File: config.mk
export PLATFORM = sky130hd
export DESIGN_NAME = mat_vec_mult_sys_flat
export DESIGN_NICKNAME = d
export VERILOG_FILES = /design/src/rtl/mat_vec_mult_sys_pkg.sv /design/src/rtl/mat_vec_mult_sys_if.sv /design/src/rtl/mat_vec_mult_sys_mac_lane.sv /design/src/rtl/mvm_fifo.sv /design/src/rtl/mat_vec_mult_sys.sv /design/src/flat_wrapper.sv
export SDC_FILE = /design/constraint.sdc
export NUM_CORES = 2
export LEC_CHECK = 0
export CAP_MARGIN = 20
export CORE_ASPECT_RATIO = 0.75
export CORE_UTILIZATION = 40
export DETAILED_ROUTE_END_ITERATION = 12
export PLACE_DENSITY = 0.56
export SLEW_MARGIN = 40
export SYNTH_ARGS = -nofsm -noshare
export SYNTH_HDL_FRONTEND = slang
export SYNTH_SLANG_ARGS = --single-unit
File: constraint.sdc
create_clock -name clk -period 9.6 [get_ports clk]
set_input_delay 1.92 -clock clk [delete_from_list [all_inputs] [get_ports clk]]
set_output_delay 1.92 -clock clk [all_outputs]
set_load 0.005 [all_outputs]
File: src/rtl/mat_vec_mult_sys_pkg.sv
// Shared types and sizing helpers for the skewed matrix-vector multiplier.
package mvm_pkg;

  typedef enum logic [1:0] {
    IDLE    = 2'd0,
    COMPUTE = 2'd1,
    DONE    = 2'd2
  } state_e;

  // Accumulator width that cannot overflow for COLS products of two operands.
  function automatic int acc_width(input int data_width, input int cols);
    return 2 * data_width + $clog2(cols);
  endfunction

  // Width of the compute-phase counter, which spans 0..ROWS+COLS-1.
  function automatic int phase_width(input int rows, input int cols);
    return (rows + cols > 1) ? $clog2(rows + cols) : 1;
  endfunction

endpackage

File: src/rtl/mat_vec_mult_sys_if.sv
// Host-side bus of the matrix-vector multiplier: load, control and result signals.
interface mat_vec_mult_sys_if
  import mvm_pkg::*;
#(
  parameter int ROWS       = 8,
  parameter int COLS       = 8,
  parameter int DATA_WIDTH = 8,
  parameter int ACC_WIDTH  = acc_width(DATA_WIDTH, COLS)
);
  logic                                a_wren;
  logic [ROWS-1:0][DATA_WIDTH-1:0]     a_data;
  logic                                b_wren;
  logic [DATA_WIDTH-1:0]               b_data;
  logic                                start;
  logic                                clr;
  logic                                a_full;
  logic                                b_full;
  logic                                busy;
  logic                                done;
  logic                                err;
  logic [ROWS-1:0][ACC_WIDTH-1:0]      out;

  modport master (
    output a_wren, a_data, b_wren, b_data, start, clr,
    input  a_full, b_full, busy, done, err, out
  );

  modport slave (
    input  a_wren, a_data, b_wren, b_data, start, clr,
    output a_full, b_full, busy, done, err, out
  );
endinterface

File: src/rtl/mat_vec_mult_sys_mac_lane.sv
// One multiply-accumulate lane (one matrix row).
// Build option MVM_SIGNED_EN: treat operands as two's complement and
// sign-extend products; otherwise operands are unsigned and zero-extended.
module mvm_mac_lane #(
  parameter int DATA_WIDTH = 8,
  parameter int ACC_WIDTH  = 19
) (
  input  logic                  clk,
  input  logic                  rst_n,
  input  logic                  i_en,
  input  logic                  i_zero,
  input  logic [DATA_WIDTH-1:0] i_a,
  input  logic [DATA_WIDTH-1:0] i_b,
  output logic [ACC_WIDTH-1:0]  o_acc
);
  logic [ACC_WIDTH-1:0] r_acc;

  function automatic logic [ACC_WIDTH-1:0] ext_prod(input logic [DATA_WIDTH-1:0] a,
                                                    input logic [DATA_WIDTH-1:0] b);
`ifdef MVM_SIGNED_EN
    logic signed [2*DATA_WIDTH-1:0] p;
    p = $signed(a) * $signed(b);
    return ACC_WIDTH'(p);
`else
    logic [2*DATA_WIDTH-1:0] p;
    p = a * b;
    return ACC_WIDTH'(p);
`endif
  endfunction

  // Accumulate modulo 2^ACC_WIDTH; zero has priority over enable.
  always_ff @(posedge clk or negedge rst_n) begin
    if (!rst_n)      r_acc <= '0;
    else if (i_zero) r_acc <= '0;
    else if (i_en)   r_acc <= r_acc + ext_prod(i_a, i_b);
  end

  assign o_acc = r_acc;
endmodule

File: src/rtl/mvm_fifo.sv
// Single-clock FIFO with registered read data (1-cycle read latency).
// Writes while full and reads while empty are dropped internally.
module mvm_fifo #(
  parameter int WIDTH = 8,
  parameter int DEPTH = 8
) (
  input  logic             clk,
  input  logic             rst_n,
  input  logic             i_wr,
  input  logic [WIDTH-1:0] i_wdata,
  input  logic             i_rd,
  output logic [WIDTH-1:0] o_rdata,
  output logic             o_full,
  output logic             o_last
);
  localparam int PW = (DEPTH > 1) ? $clog2(DEPTH) : 1;
  localparam int CW = $clog2(DEPTH + 1);

  logic [WIDTH-1:0] r_mem [DEPTH];
  logic [WIDTH-1:0] r_rdata;
  logic [PW-1:0]    r_wptr, r_rptr;
  logic [CW-1:0]    r_count;
  logic             w_wr, w_rd;

  assign o_full  = (r_count == CW'(DEPTH));
  assign o_last  = (r_count == CW'(DEPTH - 1));
  assign w_wr    = i_wr & ~o_full;
  assign w_rd    = i_rd & (r_count != '0);
  assign o_rdata = r_rdata;

  // Pointer and occupancy bookkeeping.
  always_ff @(posedge clk or negedge rst_n) begin
    if (!rst_n) begin
      r_wptr  <= '0;
      r_rptr  <= '0;
      r_count <= '0;
    end else begin
      if (w_wr) r_wptr <= (r_wptr == PW'(DEPTH - 1)) ? '0 : r_wptr + 1'b1;
      if (w_rd) r_rptr <= (r_rptr == PW'(DEPTH - 1)) ? '0 : r_rptr + 1'b1;
      case ({w_wr, w_rd})
        2'b10:   r_count <= r_count + 1'b1;
        2'b01:   r_count <= r_count - 1'b1;
        default: r_count <= r_count;
      endcase
    end
  end

  // Storage and registered read port.
  always_ff @(posedge clk) begin
    if (w_wr) r_mem[r_wptr] <= i_wdata;
    if (w_rd) r_rdata <= r_mem[r_rptr];
  end
endmodule

File: src/rtl/mat_vec_mult_sys.sv
// Skewed matrix-vector multiplier: ROWS x COLS matrix (loaded column by column
// into per-row FIFOs) times a COLS vector. Compute lasts ROWS+COLS cycles.
// Build option MVM_SIGNED_EN selects two's-complement arithmetic in the lanes.
module mat_vec_mult_sys
  import mvm_pkg::*;
#(
  parameter int ROWS       = 8,
  parameter int COLS       = 8,
  parameter int DATA_WIDTH = 8,
  parameter int ACC_WIDTH  = acc_width(DATA_WIDTH, COLS)
) (
  input logic                clk,
  input logic                rst_n,
  mat_vec_mult_sys_if.slave  bus
);
  localparam int            PW   = phase_width(ROWS, COLS);
  localparam logic [PW-1:0] LAST = PW'(ROWS + COLS - 1);

  state_e                r_state, w_state_nxt;
  logic [PW-1:0]         r_phase;
  logic                  r_err;
  logic                  w_load_ok, w_a_wr, w_b_wr, w_a_full, w_b_full;
  logic                  w_a_ready, w_b_ready, w_start_ok, w_start_bad, w_clr_ok;
  logic                  w_new_err, w_acc_zero, w_compute, w_b_rd, w_b_last;
  logic [ROWS-1:0]       w_a_full_row, w_a_last_row, w_a_rd, w_lane_en;
  logic [DATA_WIDTH-1:0] w_a_rdata [ROWS];
  logic [DATA_WIDTH-1:0] w_b_lane  [ROWS];
  logic [DATA_WIDTH-1:0] w_b_rdata;
  logic [ACC_WIDTH-1:0]  w_acc     [ROWS];

  assign w_compute = (r_state == COMPUTE);
  assign w_load_ok = ~w_compute;
  assign w_a_wr    = bus.a_wren & w_load_ok;
  assign w_b_wr    = bus.b_wren & w_load_ok;
  assign w_a_full  = &w_a_full_row;
  // A write in the start cycle counts as already landed.
  assign w_a_ready = w_a_full | (w_a_wr & (&w_a_last_row));
  assign w_b_ready = w_b_full | (w_b_wr & w_b_last);
  assign w_start_ok  = bus.start & w_load_ok & w_a_ready & w_b_ready;
  assign w_start_bad = bus.start & w_load_ok & ~(w_a_ready & w_b_ready);
  assign w_clr_ok    = bus.clr & w_load_ok;
  assign w_new_err   = (w_a_wr & w_a_full) | (w_b_wr & w_b_full) | w_start_bad;
  assign w_b_rd      = w_compute & (r_phase <= PW'(COLS - 1));

  // State register.
  always_ff @(posedge clk or negedge rst_n) begin
    if (!rst_n) r_state <= IDLE;
    else        r_state <= w_state_nxt;
  end

  // Next state; accumulators are zeroed on an accepted start or clear.
  always_comb begin
    w_state_nxt = r_state;
    w_acc_zero  = 1'b0;
    unique case (r_state)
      IDLE, DONE: begin
        if (w_start_ok) begin
          w_state_nxt = COMPUTE;
          w_acc_zero  = 1'b1;
        end else if (w_clr_ok) begin
          w_state_nxt = IDLE;
          w_acc_zero  = 1'b1;
        end
      end
      COMPUTE: if (r_phase == LAST) w_state_nxt = DONE;
      default: w_state_nxt = IDLE;
    endcase
  end

  // Compute-phase counter: cycle 0 is the first COMPUTE cycle.
  always_ff @(posedge clk or negedge rst_n) begin
    if (!rst_n)          r_phase <= '0;
    else if (w_start_ok) r_phase <= '0;
    else if (w_compute)  r_phase <= r_phase + 1'b1;
  end

  // Sticky error flag; clear drops history but a same-cycle error still lands.
  always_ff @(posedge clk or negedge rst_n) begin
    if (!rst_n)        r_err <= 1'b0;
    else if (w_clr_ok) r_err <= w_new_err;
    else               r_err <= r_err | w_new_err;
  end

  mvm_fifo #(.WIDTH(DATA_WIDTH), .DEPTH(COLS)) u_b_fifo (
    .clk(clk), .rst_n(rst_n), .i_wr(w_b_wr), .i_wdata(bus.b_data), .i_rd(w_b_rd),
    .o_rdata(w_b_rdata), .o_full(w_b_full), .o_last(w_b_last)
  );

  for (genvar i = 0; i < ROWS; i++) begin : g_lane
    // Row i reads on cycles i..i+COLS-1 and accumulates one cycle later.
    if (i == 0) begin : g_rd0
      assign w_a_rd[i] = w_compute & (r_phase <= PW'(COLS - 1));
      assign w_b_lane[i] = w_b_rdata;
    end else begin : g_rdn
      logic [DATA_WIDTH-1:0] r_b_skew;
      assign w_a_rd[i] = w_compute & (r_phase >= PW'(i)) & (r_phase <= PW'(i + COLS - 1));
      // One skew stage per row delays b[k] to meet a[i][k].
      always_ff @(posedge clk) r_b_skew <= w_b_lane[i-1];
      assign w_b_lane[i] = r_b_skew;
    end

    assign w_lane_en[i] = w_compute & (r_phase >= PW'(i + 1)) & (r_phase <= PW'(i + COLS));

    mvm_fifo #(.WIDTH(DATA_WIDTH), .DEPTH(COLS)) u_a_fifo (
      .clk(clk), .rst_n(rst_n), .i_wr(w_a_wr), .i_wdata(bus.a_data[i]), .i_rd(w_a_rd[i]),
      .o_rdata(w_a_rdata[i]), .o_full(w_a_full_row[i]), .o_last(w_a_last_row[i])
    );

    mvm_mac_lane #(.DATA_WIDTH(DATA_WIDTH), .ACC_WIDTH(ACC_WIDTH)) u_mac (
      .clk(clk), .rst_n(rst_n), .i_en(w_lane_en[i]), .i_zero(w_acc_zero),
      .i_a(w_a_rdata[i]), .i_b(w_b_lane[i]), .o_acc(w_acc[i])
    );

    assign bus.out[i] = w_acc[i];
  end

  assign bus.a_full = w_a_full;
  assign bus.b_full = w_b_full;
  assign bus.busy   = w_compute;
  assign bus.done   = (r_state == DONE);
  assign bus.err    = r_err;
endmodule

File: src/flat_wrapper.sv
// flat-port wrapper written by rule: the top's interface ports become plain ports
module mat_vec_mult_sys_flat import mvm_pkg::*;
#(
  parameter int ROWS       = 8,
  parameter int COLS       = 8,
  parameter int DATA_WIDTH = 8,
  parameter int ACC_WIDTH  = acc_width(DATA_WIDTH, COLS)
)
  (clk, rst_n, bus_a_wren, bus_a_data, bus_b_wren, bus_b_data, bus_start, bus_clr, bus_a_full, bus_b_full, bus_busy, bus_done, bus_err, bus_out);
  mat_vec_mult_sys_if #(.ROWS(ROWS), .COLS(COLS), .DATA_WIDTH(DATA_WIDTH), .ACC_WIDTH(ACC_WIDTH)) bus_i ();
  input logic clk;
  input logic rst_n;
  input wire logic [$bits(bus_i.a_wren)-1:0] bus_a_wren;
  input wire logic [$bits(bus_i.a_data)-1:0] bus_a_data;
  input wire logic [$bits(bus_i.b_wren)-1:0] bus_b_wren;
  input wire logic [$bits(bus_i.b_data)-1:0] bus_b_data;
  input wire logic [$bits(bus_i.start)-1:0] bus_start;
  input wire logic [$bits(bus_i.clr)-1:0] bus_clr;
  output wire logic [$bits(bus_i.a_full)-1:0] bus_a_full;
  output wire logic [$bits(bus_i.b_full)-1:0] bus_b_full;
  output wire logic [$bits(bus_i.busy)-1:0] bus_busy;
  output wire logic [$bits(bus_i.done)-1:0] bus_done;
  output wire logic [$bits(bus_i.err)-1:0] bus_err;
  output wire logic [$bits(bus_i.out)-1:0] bus_out;
  assign bus_i.a_wren = bus_a_wren;
  assign bus_i.a_data = bus_a_data;
  assign bus_i.b_wren = bus_b_wren;
  assign bus_i.b_data = bus_b_data;
  assign bus_i.start = bus_start;
  assign bus_i.clr = bus_clr;
  assign bus_a_full = bus_i.a_full;
  assign bus_b_full = bus_i.b_full;
  assign bus_busy = bus_i.busy;
  assign bus_done = bus_i.done;
  assign bus_err = bus_i.err;
  assign bus_out = bus_i.out;
  mat_vec_mult_sys #(.ROWS(ROWS), .COLS(COLS), .DATA_WIDTH(DATA_WIDTH), .ACC_WIDTH(ACC_WIDTH)) u_core (.clk(clk), .rst_n(rst_n), .bus(bus_i));
endmodule
-- Yosys cells after proc, flatten, opt, wreduce, memory -nomap -nowiden
Memory sizes are Yosys's and may differ from the RTL's. A register that Yosys moved wholly into a read port is not among the register bits.
Cells that the tools add are included.
- bits in registers: 305
- RAM bits: 576
- input port bits: 78
- output and inout bits: 157
- word-level logic and storage cells: 349
- memories: 9
- add/subtract/negate cells: 45
- $mul: 8
- magnitude comparators: 17
- eq/ne operators: 59
- multiplexer cells: 71
- bitwise logic cells: 63
- reduce and logical (&&, ||, !) cells: 32
- memory list (name ; words ; bits a word ; read ports ; clocked after memory_dff ; wr ports ; line ; RTL):
    u_core.g_lane[0].u_a_fifo.r_mem ; 8 ; 8 ; 1 ; 1 ; 1 ; mvm_fifo.sv:19 ; logic [WIDTH-1:0] r_mem [DEPTH];
    u_core.g_lane[1].u_a_fifo.r_mem ; 8 ; 8 ; 1 ; 1 ; 1 ; mvm_fifo.sv:19 ;
    u_core.g_lane[2].u_a_fifo.r_mem ; 8 ; 8 ; 1 ; 1 ; 1 ; mvm_fifo.sv:19 ;
    u_core.g_lane[3].u_a_fifo.r_mem ; 8 ; 8 ; 1 ; 1 ; 1 ; mvm_fifo.sv:19 ;
    u_core.g_lane[4].u_a_fifo.r_mem ; 8 ; 8 ; 1 ; 1 ; 1 ; mvm_fifo.sv:19 ;
    u_core.g_lane[5].u_a_fifo.r_mem ; 8 ; 8 ; 1 ; 1 ; 1 ; mvm_fifo.sv:19 ;
    +3 memories ; -- ; -- ; -- ; -- ; -- ; -- ;
- operator list (operator ; number):
    19-bit two-way mux ; 16
    19-bit by 16-bit adder with 19-bit output ; 8
    8-bit by 8-bit multiplier with 16-bit output ; 8
    4-bit one-hot mux with 2 select lines ; 9
    3-bit by 1-bit adder with 3-bit output (second input constant) ; 18
    3-bit == test (second input constant) ; 18
    3-bit two-way mux ; 18
    1-bit bitwise AND ; 47
    4-bit by 1-bit adder with 4-bit output (second input constant) ; 10
    4-bit == test (second input constant) ; 10
    4-bit by 3-bit == test with 1-bit output (second input constant) ; 9
    2-bit nonzero test ; 18
    4-bit nonzero test ; 9
    4-bit by 1-bit subtractor with 4-bit output (second input constant) ; 9
    4-bit <= comparator (second input constant) ; 8
    1-bit two-way mux ; 22
    2-bit by 1-bit == test with 1-bit output (second input constant) ; 10
    2-bit == test (second input constant) ; 10
    4-bit by 3-bit greater-or-equal comparator with 1-bit output (second input constant) ; 4
    8-bit AND reduction ; 2
    1-bit NOT ; 11
    4-bit by 2-bit greater-or-equal comparator with 1-bit output (second input constant) ; 2
    4-bit two-way mux ; 2
    2-bit two-way mux ; 3
    10 further kinds ; 14

-- Depth between registers and ports, before layout
- word-level depth: 11
- depth in mapped cells: 19
- depth with buffers taken out: 17

-- Cells and area by module
Synthesis repeated with hierarchy kept, for this count alone.
- cells, all modules: 4902
- area, all modules: 61193.7 um2
- modules (own cells, without submodules) (module ; instances ; cells each ; area each (um2) ; sequential area each (um2)):
    mvm_fifo (u_core.g_lane[3].u_a_fifo ...) ; 6 ; 168 ; 3418.3 ; 2412.3
    mvm_mac_lane (u_core.g_lane[5].u_mac ...) ; 3 ; 398 ; 3515.9 ; 475.5
    mvm_fifo (u_core.g_lane[0].u_a_fifo ...) ; 3 ; 170 ; 3452.1 ; 2412.3
    mvm_mac_lane (u_core.g_lane[0].u_mac ...) ; 2 ; 411 ; 3607.2 ; 475.5
    mvm_mac_lane (u_core.g_lane[3].u_mac ...) ; 2 ; 409 ; 3603.5 ; 475.5
    mvm_mac_lane (u_core.g_lane[2].u_mac) ; 1 ; 409 ; 3583.4 ; 475.5
    mat_vec_mult_sys ; 1 ; 141 ; 1775.5 ; 1296.2

-- Least setup slack after synthesis
OpenSTA, ideal clock, no wires.
- kind: register to register
- from: reg u_core.u_b_fifo.r_rdata[0], in the netlist u_core.u_b_fifo.o_rdata[0], read port of u_core.u_b_fifo.r_mem
- to: reg u_core.g_lane[0].u_mac.r_acc[14]
- library setup time: 0.082 ns
- data arrival time: 4.634 ns
- data required time: 9.518 ns
- setup slack: 4.884 ns
- stages on the path, launching flop included: 18
- buffers on the path: 1
- period minus slack after synthesis: 4.716 ns
- path through: edfxtp_1 > clkbuf_1 > nand2_1 > fa_1 > inv_1 > fa_1 > fa_1 > inv_1 > fa_1 > inv_1 > ha_1 > o211ai_1 > o21ai_0 > nand2b_1 > a21boi_0 > nor2_1 > or4b_2 > a31oi_1
- longest elaborated chain between the ends: 4
- RTL lines (item ; line ; RTL):
    start: declaration ; mvm_fifo.sv:20 ; logic [WIDTH-1:0] r_rdata;
    8-bit by 8-bit multiplier with 16-bit output ; mat_vec_mult_sys_mac_lane.sv:26 ; p = a * b;
    19-bit by 16-bit adder with 19-bit output ; mat_vec_mult_sys_mac_lane.sv:35 ; else if (i_en) r_acc <= r_acc + ext_prod(i_a, i_b);
    19-bit two-way mux ; mat_vec_mult_sys_mac_lane.sv:35 ;
    19-bit two-way mux ; mat_vec_mult_sys_mac_lane.sv:34 ; else if (i_zero) r_acc <= '0;
    end signal: assignment ; mat_vec_mult_sys_mac_lane.sv:35 ;
    end: declaration ; mat_vec_mult_sys_mac_lane.sv:16 ; logic [ACC_WIDTH-1:0] r_acc;
Every way passes these cells. The select of a mux whose other input is x is not followed.
A chain may end at the register's enable or synchronous reset.

-- Final worst setup path
- from: reg u_core.u_b_fifo.r_rdata[5], in the netlist u_core.u_b_fifo.o_rdata[5], read port of u_core.u_b_fifo.r_mem
- to: reg u_core.g_lane[0].u_mac.r_acc[14]
The elaborated chain is that of the path after synthesis.

==> impl_results.md <==
* Top Ports at 235
* Largest driver fanout on the critical path at 9
* Type of element capturing the critical path: flop
* Total number of placement rows at 120
* Met1 WL at 67.5 mm
* Wire length of the first global-routing pass at 219 mm
* Count of instances resized after the clock tree is built at 0
* Cell Pwr Density at 159 nW/um^2
* Mean instance size in the synthesized netlist at 12.1 sq um
* 1st-pass router iterations at 5
* Initial cell density of the core at 40.5%
* Worst setup path class: reg2reg
* Setup repair after global routing missed its margin: false
* Number of nets with antenna violations after detailed routing at 0
* Post-route cell area at 66,600 sq um
* H-tree depth reported by CTS at 3
* Leakage power of the design at 28.1 nW
* Register-to-register setup slack at 4.33 ns
* Maximum clock frequency at 190 MHz
* Start point of the worst min-delay path: u_core.g_lane[1].g_rdn.r_b_skew[1]
* Final wirelength at 137 mm
* Top-area cell type share of the netlist area at 33.5%
* Synth Warn # at 0
* Number of hold buffers added after cts at 0
* Instance count after placement with tap cells included at 6,846
* Clock tree skew after final layout at 0.0437 ns
* Number of input and output port buffers inserted at 234
* Setup Slack @ Placement at 4.31 ns
* Post-synth top cells: sky130_fd_sc_hd__inv_1, sky130_fd_sc_hd__edfxtp_1, sky130_fd_sc_hd__nand2_1
* Latest clock arrival within the worst-skew pair at 0.76 ns
* Clock Tree Root: sky130_fd_sc_hd__clkbuf_16
* Status: complete, no violations
* Number of antenna violations at the first check in global routing at 4
* Max rail drop VDD at 0.151 mV
* Instance area after placement at 62,900 sq um
* Library cell with the largest summed area after synthesis: sky130_fd_sc_hd__edfxtp_1
* Length in cells of the worst reg-to-reg path at 16
* Count of pins over their slew limit at 0
* Max Buffers Root-to-Sink at 3
* Width of the die at 442 microns
* Count of maximum capacitance violations at 0
* Crit share post-route at 54.9%
* Clock transition at path regs at 0.06 ns
* Core area at 143,000 sq um
* Layout overhead on the synthesized area at 14.7%
* Number of cells produced by synthesis at 4,799
* Wire length per cell after detailed routing at 19.5 microns
* Cell area after synthesis at 58,000 sq um
* Fraction of the yosys area taken by sequential cells at 46.2%
* TritonCTS Buffers at 102
* Required arrival time at the worst endpoint at 10.27 ns
* Gpl congestion at 0.850
* Number of post-CTS setup repair buffers at 0
* Final hold violation count at 0
* Overflow after GRT at 0
* Worst min path class: reg2reg
* Cell types occupying the most area after synthesis: sky130_fd_sc_hd__edfxtp_1, sky130_fd_sc_hd__fa_1, sky130_fd_sc_hd__dfrtp_1
* Cell variety after synth at 69
* DP HPWL at 103 mm
* Number of flops mapped to enable cells by yosys at 648
* Worst-margin pin slew at 0.888 ns
* Floorplan die height at 332 microns
* Main synth FF type: sky130_fd_sc_hd__edfxtp_1
* Count of routing violations after the opening detailed-route iteration at 2,087
* Fraction of layout cells with a size suffix above 1 at 10.4%
* Final min period at 5.27 ns
* Total length of routed met3 wires at 5.47 mm
* Finish-stage setup viols at 0
* Post-route non-filler standard cell count at 7,041
* Final total negative setup slack at 0 ns
* Relative slew slack at 40.2%
* Full die area at 147,000 sq um
* Top routing layer used: met4
* Met2 WL at 61.6 mm
* Worst r2r src: u_core.u_b_fifo.o_rdata[5]
* Largest net degree at the start of global routing at 120
* Vias per Instance at 5.01
* Count of nets after finishing at 5,941
* CP Launch Type: flop
* Vias in the first global route at 36.6k
* Routed vias at 35.3k
* GR Util All Layers at 19.2%
* Reg-to-Reg End: u_core.g_lane[0].u_mac.o_acc[14]
* Final worst slack at 4.33 ns
* Net count after synthesis at 5,681
* DRC violations left at 0
* Worst hold path endpoint: u_core.g_lane[2].g_rdn.r_b_skew[1]
* #FFs+latches synth at 953
* Crit path DAT at 5.94 ns
* Total clock sinks at 953
* FFs w/ async S/R, synth at 26.1%
* Worst Hold Path Cells at 0
* TritonCTS clock tree: built
* Most common cell in the netlist: sky130_fd_sc_hd__inv_1
[power by group]
part	leakage (nW)	internal, W	switching [W]
Clock	1.74	0.00241	0.00179
Sequential	9.67	0.00490	0.000331
Combinational	16.7	0.000475	0.000679
[sequential cells by signal, summed over array words and instances, names as in the netlist]
| signal | count |
|---|---|
| u_core.g_lane.u_a_fifo.r_wptr | 24 |
| u_core.u_b_fifo.r_mem | 64 |
| u_core.g_lane.u_a_fifo.r_mem | 512 |
| u_core.r_phase | 4 |
| u_core.g_lane.g_rdn.r_b_skew | 56 |
| u_core.r_state | 2 |
| u_core.bus.err | 1 |
| u_core.u_b_fifo.r_rptr | 3 |
| u_core.g_lane.u_a_fifo.r_rptr | 24 |
| u_core.g_lane.u_a_fifo.r_count | 32 |
| u_core.g_lane.u_a_fifo.o_rdata | 64 |
| u_core.u_b_fifo.o_rdata | 8 |
| u_core.g_lane.u_mac.o_acc | 152 |
| u_core.u_b_fifo.r_count | 4 |
| u_core.u_b_fifo.r_wptr | 3 |
[metal layers]
| metal | up-vias | track usage, % |
|---|---|---|
| li1 | 16719 | - |
| met1 | 17808 | 28.5 |
| met2 | 634 | 29.4 |
| met3 | 148 | 3.02 |
| met4 | 0 | 4.28 |
| met5 | - | 0 |
[layout make-up]
class                   instances  area, sq um
repair buffers                277         2690
flip-flops and latches        953        26800
well taps                    1891         2370
multi-input cells            2904        28000
clock buffers                 129         2740
fillers                     12832        76800
clock inverters                63          852
diodes                          3         7.51
inverters                     821         3080
[layout by cell type (no fill, tap or decap), types with 55 or more instances in the layout]
cell type	n
sky130_fd_sc_hd__a21oi_1	199
sky130_fd_sc_hd__ha_1	395
sky130_fd_sc_hd__edfxtp_1	648
sky130_fd_sc_hd__xnor2_1	73
sky130_fd_sc_hd__dfrtp_1	236
sky130_fd_sc_hd__a21o_1	55
sky130_fd_sc_hd__clkdlybuf4s50_1	233
sky130_fd_sc_hd__mux4_2	144
sky130_fd_sc_hd__nand2_1	545
sky130_fd_sc_hd__and2_1	289
sky130_fd_sc_hd__nor2_1	120
sky130_fd_sc_hd__dfxtp_1	56
sky130_fd_sc_hd__mux2_2	95
sky130_fd_sc_hd__clkbuf_16	102
sky130_fd_sc_hd__inv_1	820
sky130_fd_sc_hd__o21ai_0	81
sky130_fd_sc_hd__fa_1	409
[through the flow]
stage	hold slack [ns]	total power, W	util, %
floorplan	0.329	0.00592	-
global placement	0.445	0.00639	43.7
detailed placement	0.452	0.00647	43.9
CTS	0.463	0.0107	46.4
global route	0.492	0.0111	46.4
finish	0.472	0.0106	46.4
[critical path: stages (launching register included)]
cell	delay, ns
sky130_fd_sc_hd__edfxtp_1	0.64
sky130_fd_sc_hd__nand2_1	0.15
sky130_fd_sc_hd__fa_1	0.51
sky130_fd_sc_hd__fa_1	0.50
sky130_fd_sc_hd__inv_1	0.05
sky130_fd_sc_hd__fa_1	0.47
sky130_fd_sc_hd__inv_1	0.05
sky130_fd_sc_hd__fa_1	0.47
sky130_fd_sc_hd__inv_1	0.04
sky130_fd_sc_hd__ha_1	0.36
sky130_fd_sc_hd__o211ai_1	0.13
sky130_fd_sc_hd__o21ai_0	0.27
sky130_fd_sc_hd__nand2b_1	0.12
sky130_fd_sc_hd__a21boi_0	0.48
sky130_fd_sc_hd__nor2_1	0.12
sky130_fd_sc_hd__or4b_2	0.64
sky130_fd_sc_hd__a31oi_1	0.19
[cells by family after synthesis]
logic type | Yosys count | synth area share, %
flip-flops | 953 | 46.2
multiplexers | 254 | 7.69
XOR/XNOR | 119 | 1.80
AO/OA/AOI/OAI | 506 | 5.39
AND/OR/NAND/NOR | 1221 | 10.2
adder cells (fa/ha/maj) | 804 | 22.6
buffers and inverters | 942 | 6.12
[how the worst max path moves through the flow]
stage | endpoint | depth (start not counted) | from
after floorplan | u_core.g_lane[0].u_mac.o_acc[14] | 17 | u_core.u_b_fifo.o_rdata[0]
after global placement | u_core.g_lane[5].u_mac.o_acc[18] | 16 | u_core.g_lane[5].g_rdn.r_b_skew[0]
after detailed placement | u_core.g_lane[2].u_mac.o_acc[17] | 16 | u_core.g_lane[2].g_rdn.r_b_skew[0]
after CTS | u_core.g_lane[2].u_mac.o_acc[17] | 16 | u_core.g_lane[2].g_rdn.r_b_skew[0]
after global routing | u_core.g_lane[4].u_mac.o_acc[16] | 16 | u_core.g_lane[4].g_rdn.r_b_skew[0]
final | u_core.g_lane[0].u_mac.o_acc[14] | 16 | u_core.u_b_fifo.o_rdata[5]
Power figures use the tool's default switching activity.
